===== config.mk =====
export PLATFORM = sky130hd
export DESIGN_NAME = qbus_dma_arb
export DESIGN_NICKNAME = d
export VERILOG_FILES = /design/src/rtl/qbus_dma_arb.sv
export SDC_FILE = /design/constraint.sdc
export NUM_CORES = 1
export LEC_CHECK = 0
export BUFFER_PORTS_ARGS = -buffer_cell sky130_fd_sc_hd__buf_2
export CAP_MARGIN = 20
export CORE_MARGIN = 5
export CORE_UTILIZATION = 58
export DETAILED_ROUTE_END_ITERATION = 10
export PLACE_DENSITY = 0.93
export SETUP_SLACK_MARGIN = 0.2
export SKIP_CTS_REPAIR_TIMING = 1
export SYNTH_ARGS = -nofsm -noshare
export SYNTH_HDL_FRONTEND = slang
export SYNTH_SLANG_ARGS = --single-unit
export TNS_END_PERCENT = 100

===== constraint.sdc =====
create_clock -name clk -period 3.8 [get_ports clk]
set_input_delay 0.95 -clock clk [delete_from_list [all_inputs] [get_ports clk]]
set_output_delay 0.95 -clock clk [all_outputs]
set_load 0.1 [all_outputs]

===== src/rtl/qbus_dma_arb.sv =====
// qbus_dma_arb: round-robin arbiter sharing the Q-bus DMA handshake among NREQ on-board masters
module qbus_dma_arb #(
    parameter int NREQ = 4,
    parameter int TGNT = 64,
    parameter int OWNW = 2
) (
    input  logic            clk,
    input  logic            rst_n,
    input  logic [NREQ-1:0] req,
    input  logic [NREQ-1:0] ack,
    output logic [NREQ-1:0] gnt,
    output logic [OWNW-1:0] owner,
    output logic            busy,
    output logic            tout,
    output logic            dmr_n,
    input  logic            dmgo_n,
    output logic            sack_n,
    input  logic            sync_n
);
    localparam int TW = $clog2(TGNT + 1);
    localparam logic [2:0] IDLE   = 3'd0;
    localparam logic [2:0] REQ    = 3'd1;
    localparam logic [2:0] GRANT  = 3'd2;
    localparam logic [2:0] OWN    = 3'd3;
    localparam logic [2:0] WAITGO = 3'd4;

    logic [2:0]      state_q, state_d;
    logic [NREQ-1:0] gnt_q, gnt_d;
    logic [OWNW-1:0] owner_q, owner_d, ptr_q, ptr_d, win, idx, nxt;
    logic [TW-1:0]   timer_q, timer_d;
    logic            busy_q, busy_d, tout_q, tout_d, dmr_n_q, dmr_n_d, sack_n_q, sack_n_d;
    logic            go_meta_q, gos_n_q, sy_meta_q, syncs_n_q;

    // two-flop synchronizers for the asynchronous CPU grant and bus strobe, idle high
    always_ff @(posedge clk or negedge rst_n)
        if (!rst_n) {go_meta_q, gos_n_q, sy_meta_q, syncs_n_q} <= 4'b1111;
        else {go_meta_q, gos_n_q, sy_meta_q, syncs_n_q} <= {dmgo_n, go_meta_q, sync_n, sy_meta_q};

    // round-robin pick: first requester at or above ptr, wrapping; lowest offset wins
    always_comb begin
        win = ptr_q;
        idx = '0;
        for (int i = NREQ - 1; i >= 0; i--) begin
            idx = OWNW'((int'(ptr_q) + i) % NREQ);
            if (req[idx]) win = idx;
        end
    end

    assign nxt = (owner_q == OWNW'(NREQ - 1)) ? '0 : owner_q + 1'b1;

    // handshake FSM: request the bus, hand the CPU grant to the owner, track its tenure
    always_comb begin
        state_d  = state_q;
        gnt_d    = gnt_q;
        owner_d  = owner_q;
        ptr_d    = ptr_q;
        timer_d  = timer_q;
        tout_d   = 1'b0;
        dmr_n_d  = dmr_n_q;
        sack_n_d = sack_n_q;
        case (state_q)
            IDLE:
                if (|req) begin
                    owner_d = win;
                    dmr_n_d = 1'b0;
                    state_d = REQ;
                end
            REQ:
                if (!req[owner_q]) begin
                    dmr_n_d = 1'b1;
                    state_d = WAITGO;
                end else if (!gos_n_q && syncs_n_q) begin
                    gnt_d   = NREQ'(1) << owner_q;
                    timer_d = '0;
                    state_d = GRANT;
                end
            GRANT:
                if (ack[owner_q]) begin
                    gnt_d    = '0;
                    sack_n_d = 1'b0;
                    dmr_n_d  = 1'b1;
                    state_d  = OWN;
                end else if (timer_q == TW'(TGNT - 1)) begin
                    gnt_d   = '0;
                    dmr_n_d = 1'b1;
                    tout_d  = 1'b1;
                    ptr_d   = nxt;
                    state_d = WAITGO;
                end else begin
                    timer_d = timer_q + 1'b1;
                end
            OWN:
                if (!ack[owner_q]) begin
                    sack_n_d = 1'b1;
                    ptr_d    = nxt;
                    state_d  = WAITGO;
                end
            WAITGO:
                if (gos_n_q) state_d = IDLE;
            default:
                state_d = IDLE;
        endcase
        busy_d = (state_d != IDLE);
    end

    // state and registered outputs
    always_ff @(posedge clk or negedge rst_n)
        if (!rst_n) begin
            state_q  <= IDLE;
            gnt_q    <= '0;
            owner_q  <= '0;
            ptr_q    <= '0;
            timer_q  <= '0;
            busy_q   <= 1'b0;
            tout_q   <= 1'b0;
            dmr_n_q  <= 1'b1;
            sack_n_q <= 1'b1;
        end else begin
            state_q  <= state_d;
            gnt_q    <= gnt_d;
            owner_q  <= owner_d;
            ptr_q    <= ptr_d;
            timer_q  <= timer_d;
            busy_q   <= busy_d;
            tout_q   <= tout_d;
            dmr_n_q  <= dmr_n_d;
            sack_n_q <= sack_n_d;
        end

    assign gnt    = gnt_q;
    assign owner  = owner_q;
    assign busy   = busy_q;
    assign tout   = tout_q;
    assign dmr_n  = dmr_n_q;
    assign sack_n = sack_n_q;
endmodule


Word level (Yosys, flattened, before mapping)
Cells that the tools add are included.
- eq/ne operators: 16
- reduce and logical (&&, ||, !) cells: 14
- add/sub/neg operators: 5
- magnitude comparators: 5
- shifts and indexed selects: 1
- multiplexer cells: 50
- operators with widths (operator ; count):
    $mux W7 ; 4
    $mux W3 ; 7
    $ne A2 B2 Y1 const B ; 9
    $mux W2 ; 8
    $mux W4 ; 4
    $lt A2 B3 Y1 const B ; 5
    $mux W1 ; 15
    $pmux W3 S5 ; 1
    $pmux W7 S2 ; 1
    $bmux W1 S2 ; 6
    $reduce_and A4 Y1 ; 3
    $pmux W4 S2 ; 1
    $add A7 B1 Y7 const B ; 1
    $eq A7 B6 Y1 const B ; 1
    $eq A3 B2 Y1 const B ; 2
    $reduce_bool A3 Y1 ; 2
    $reduce_and A5 Y1 ; 1
    $add A2 B1 Y2 const B ; 2
    $add A2 B2 Y2 const B ; 2
    $pmux W2 S2 ; 1
    $reduce_bool A2 Y1 ; 2
    $reduce_or A4 Y1 ; 1
    $shl A1 B2 Y4 const A ; 1
    $eq A3 B1 Y1 const B ; 1
    10 further kinds ; 10
- register bits after elaboration: 26
- bits of input ports: 12
- output and inout bits: 10
- word-level logic and storage cells: 104

Logic depth before layout (Yosys ltp)
- word-level depth: 7
- mapped depth: 6
- depth with buffers taken out: 5

Worst setup path after synthesis
Ideal clock, no wire load.
- path kind: reg-to-reg
- start point: reg owner_q[0] (netlist: owner[0])
- end point: reg timer_q[5]
- arrival time: 2.628 ns
- clock period less this slack: 2.706 ns
- slack: 1.094 ns
- path buffers: 0
- stages on the path, launching flop included: 5
- path through: dfrtp_1 > mux4_2 > a211o_4 > or4_1 > a21oi_1
- word-level cells in the longest chain between the ends: 4
- ends and longest elaborated chain (what ; RTL line ; RTL):
    from (decl) ; 29 ; logic [OWNW-1:0] owner_q, owner_d, ptr_q, ptr_d, win, idx, nxt;
    from (signal assigned) ; 121 ; owner_q <= owner_d;
    $bmux W1 S2 (on tied branches) ; 78, 69 ;
    $mux W1 (on tied branches) ; 78, 69 ;
    $ne A2 B2 Y1 (no source line) ; - ;
    $reduce_and A5 Y1 (no source line) * ; - ;
    to (signal assigned) ; 123 ; timer_q <= timer_d;
    to (decl) ; 30 ; logic [TW-1:0] timer_q, timer_d;
Every way passes the cells marked *; elsewhere a longest branch is shown, timed or not. The select of a mux whose other input is x is not followed.
A chain may end at the register's enable or synchronous reset.

Worst setup path in the final report
- start point: in ack[3]
- end point: reg timer_q[5]
- word-level cells in the longest chain between the ends: 4
- ends and longest elaborated chain (what ; RTL line ; RTL):
    from (decl) ; 10 ; input logic [NREQ-1:0] ack,
    $bmux W1 S2 ; 78 ; if (ack[owner_q]) begin
    $mux W1 (implied by the code) ; 78 ;
    $ne A2 B2 Y1 (no source line) ; - ;
    $reduce_and A5 Y1 (no source line) ; - ;
Every way passes these cells. The select of a mux whose other input is x is not followed.

==> impl_metrics.yaml <==
synth:
  yosys.area.top_type: "dfrtp_1"
  avgSynthCellArea_um2: 10.8
  synth_common_cells: "dfrtp_1, nand2_1, nor2_1"
  ys_types: 39
  synth_async_sr_flop_share_pct: 100
  synth_edf_count: 0
  yosys.cell_count.top_type: "dfrtp_1"
  syn-num-nets: 137
  synth_cells: 120
  ys_seq_elements: 26
  seq_area_frac_synth_pct: 50.6
  synth_ff_type: "dfrtp_1"
  synth_warnings: 0
  synthDominantCellAreaShare_pct: 38.5
  synthesis.area_mm2: 0.00130
  synthTopCellsByArea: "dfrtp_1, dfstp_2, ha_1"
timing:
  rsz0062_at_grt: "no"
  worst_pin_slew_ns: 0.678
  period_share_pct: 61.5
  setup_viol: 0
  fin_crit_ns: 2.34
  fmax_mhz: 428
  hold_viol: 0
  final.setup.tns_ns: 0
  finClkSkew_ns: 0.00272
  drv_slew: 0
  relSlewSlack_pct: 54.5
setup_path:
  r2r-end: "timer_q[5]$_DFFE_PN0P_"
  path_cells: "buf_2 -> mux4_2 -> a211o_4 -> or4_1 -> a21oi_1"
  cp-end-kind: "flop"
  crit_arrival_ns: 2.59
  slowest_delay_ns: 0.55
  r2r-start: "owner[0]$_DFFE_PN0P_"
  crit_type: "in -> reg"
  cp-start-kind: "input port"
  critPathMaxFanout: 7
  cp_slowest_cell: "mux4_2"
  reg2reg_depth: 4
  required_ns: 4.06
  worst-r2r-setup-slack_ns: 1.56
grt:
  grt_use_met3_pct: 2.49
  grt_overflow_total: 0
  busiest_layer: "met2"
  track_usage_pct: 17.3
  antenna_found_initial: 0
  met2_usage_pct: 28.4
  grt_start_max_net_pins: 27
  grt_pass1_vias: 1029
  use_met1_pct: 24.1
  grt_pass1_wl_um: 4600
status:
  status: "complete, no violations"
cells_and_area:
  antennaDiodeCount: 0
  drive_gt1_share_pct: 24.6
  nets: 160
  areaGrowthSynthToFinish_pct: 12.5
  final_cell_count_no_fill: 170
placement:
  place_congestion: 0.868
  port_buffers: 21
  dp_hpwl_um: 1920
  dp.cells: 166
pwr:
  ir_worst_vdd_mv: 0.616
  power_frac_comb_pct: 50.2
  p_total_w: 0.00123
  p_per_area_mw_per_mm2: 840
  leakagePower_nw: 0.707
  switching_share_pct: 51.5
  p_int_w: 0.000596
  seqPwrFrac_pct: 38.5
  power.share.clock_pct: 11.3
  p_switching_w: 0.000633
floorplan:
  rows: 17
  dieWidth_um: 57.3
  die-area_mm2: 0.00329
  chipHeight_um: 57.3
  core_area_mm2: 0.00217
  ioPinCount: 22
  initial_utilization_pct: 59.9
worst_hold_path:
  hold_class: "reg -> reg"
  holdPathStages: 0
  hold_start: "go_meta_q$_DFF_PN1_"
  min_to: "gos_n_q$_DFF_PN1_"
clock_tree:
  cts_tree: "yes"
  clock-sinks: 26
  cts_buffers: 3
  path_clk_slew_ns: 0.13
  cts_buffer_depth: 2
  htreeDepth: 1
  clock_latency_ns: 0.32
  clockRootBuffer: "clkbuf_4"
flow_run:
  timing.max_cap.violations: 0
detailed_routing:
  dr_total_vias: 1032
  vias_per_cell: 6.07
  drtIter0Drc: 22
  routedWlPerCell_um: 15.1
  route.detailed.drc: 0
  antenna_left: 0
  routed_wl_um: 2560
  drtPass1Iterations: 4
[metal layers]
layer  up-vias  share of wire [%]
met1       507                 44
met3         4                6.4
met4         0                1.3
met2        34                 48
met5         -                  0
li1        487                  -
[worst max path at each step]
stage | from | end | slack [ns] | cells past startpoint
after floorplan | owner[0]$_DFFE_PN0P_ | timer_q[5]$_DFFE_PN0P_ | 1.09 | 4
after global placement | ack[3] | timer_q[5]$_DFFE_PN0P_ | 1.19 | 5
after detailed placement | ack[3] | timer_q[5]$_DFFE_PN0P_ | 1.14 | 5
after CTS | ack[3] | timer_q[5]$_DFFE_PN0P_ | 1.47 | 5
after global routing | owner[0]$_DFFE_PN0P_ | owner[0] | 1.40 | 1
final | ack[3] | timer_q[5]$_DFFE_PN0P_ | 1.46 | 5
[power groups by stage]
stage	logic, W	registers (W)	clock network (W)
finish	0.000617	0.000473	0.000138
global route	0.000664	0.000491	0.000153
detailed placement	0.000617	0.000478	0
floorplan	0.000256	0.000725	0
CTS	0.000619	0.000472	0.000141
global placement	0.000602	0.000468	0
[kinds of logic after synthesis]
group	share of synthesized area [%]
AND/OR/NAND/NOR	16.7
AO/OA/AOI/OAI	17.5
flip-flops	50.6
buffers and inverters	2.50
multiplexers	7.80
adder cells (fa/ha/maj)	4.81
[layout make-up]
cell class / count / area, um2
Clock buffer: 4 / 36.3
Fill cell: 184 / 707
Inverter: 5 / 18.8
Multi-Input combinational cell: 86 / 609
Sequential cell: 26 / 658
Tap cell: 28 / 35.0
Timing Repair Buffer: 21 / 105
[critical path: cells and delay by family]
kind | cells | cell delay (ns)
buffers and inverters | 1 | 0.10
AND/OR/NAND/NOR | 1 | 0.51
multiplexers | 1 | 0.55
AO/OA/AOI/OAI | 2 | 0.48
[layout by cell type, fill, tap and decap left out, types with 2 or more instances in the layout]
cell / count
a21oi_1: 4
dfrtp_1: 20
and3_1: 3
nor2b_1: 2
o31ai_1: 3
mux2_2: 2
ha_1: 5
mux2i_1: 3
dfstp_2: 6
nor3_1: 2
nor2_1: 10
inv_1: 5
o21ai_0: 6
nand2_1: 13
buf_2: 21
a2bb2oi_1: 2
a22o_1: 4
clkbuf_4: 3
nand3_1: 6
nand2b_1: 2
[state kept, by name, indices dropped and copies added, names as in the netlist, 2 cells and up]
name / flops
timer_q: 7
gnt: 4
state_q: 3
owner: 2
ptr_q: 2
[through the flow]
| step | setup slack, ns | hold WS, ns | utilization, % | area [um2] |
|---|---|---|---|---|
| after CTS | 1.47 | 0.366 | 67.4 | 1460 |
| after global routing | 1.40 | 0.370 | 67.4 | 1460 |
| after floorplan | 1.09 | 0.345 | - | 1300 |
| after detailed placement | 1.14 | 0.347 | 65.7 | 1430 |
| after global placement | 1.19 | 0.345 | 65.7 | 1430 |
| final | 1.46 | 0.366 | 67.4 | 1460 |
Power figures use the tool's default switching activity.
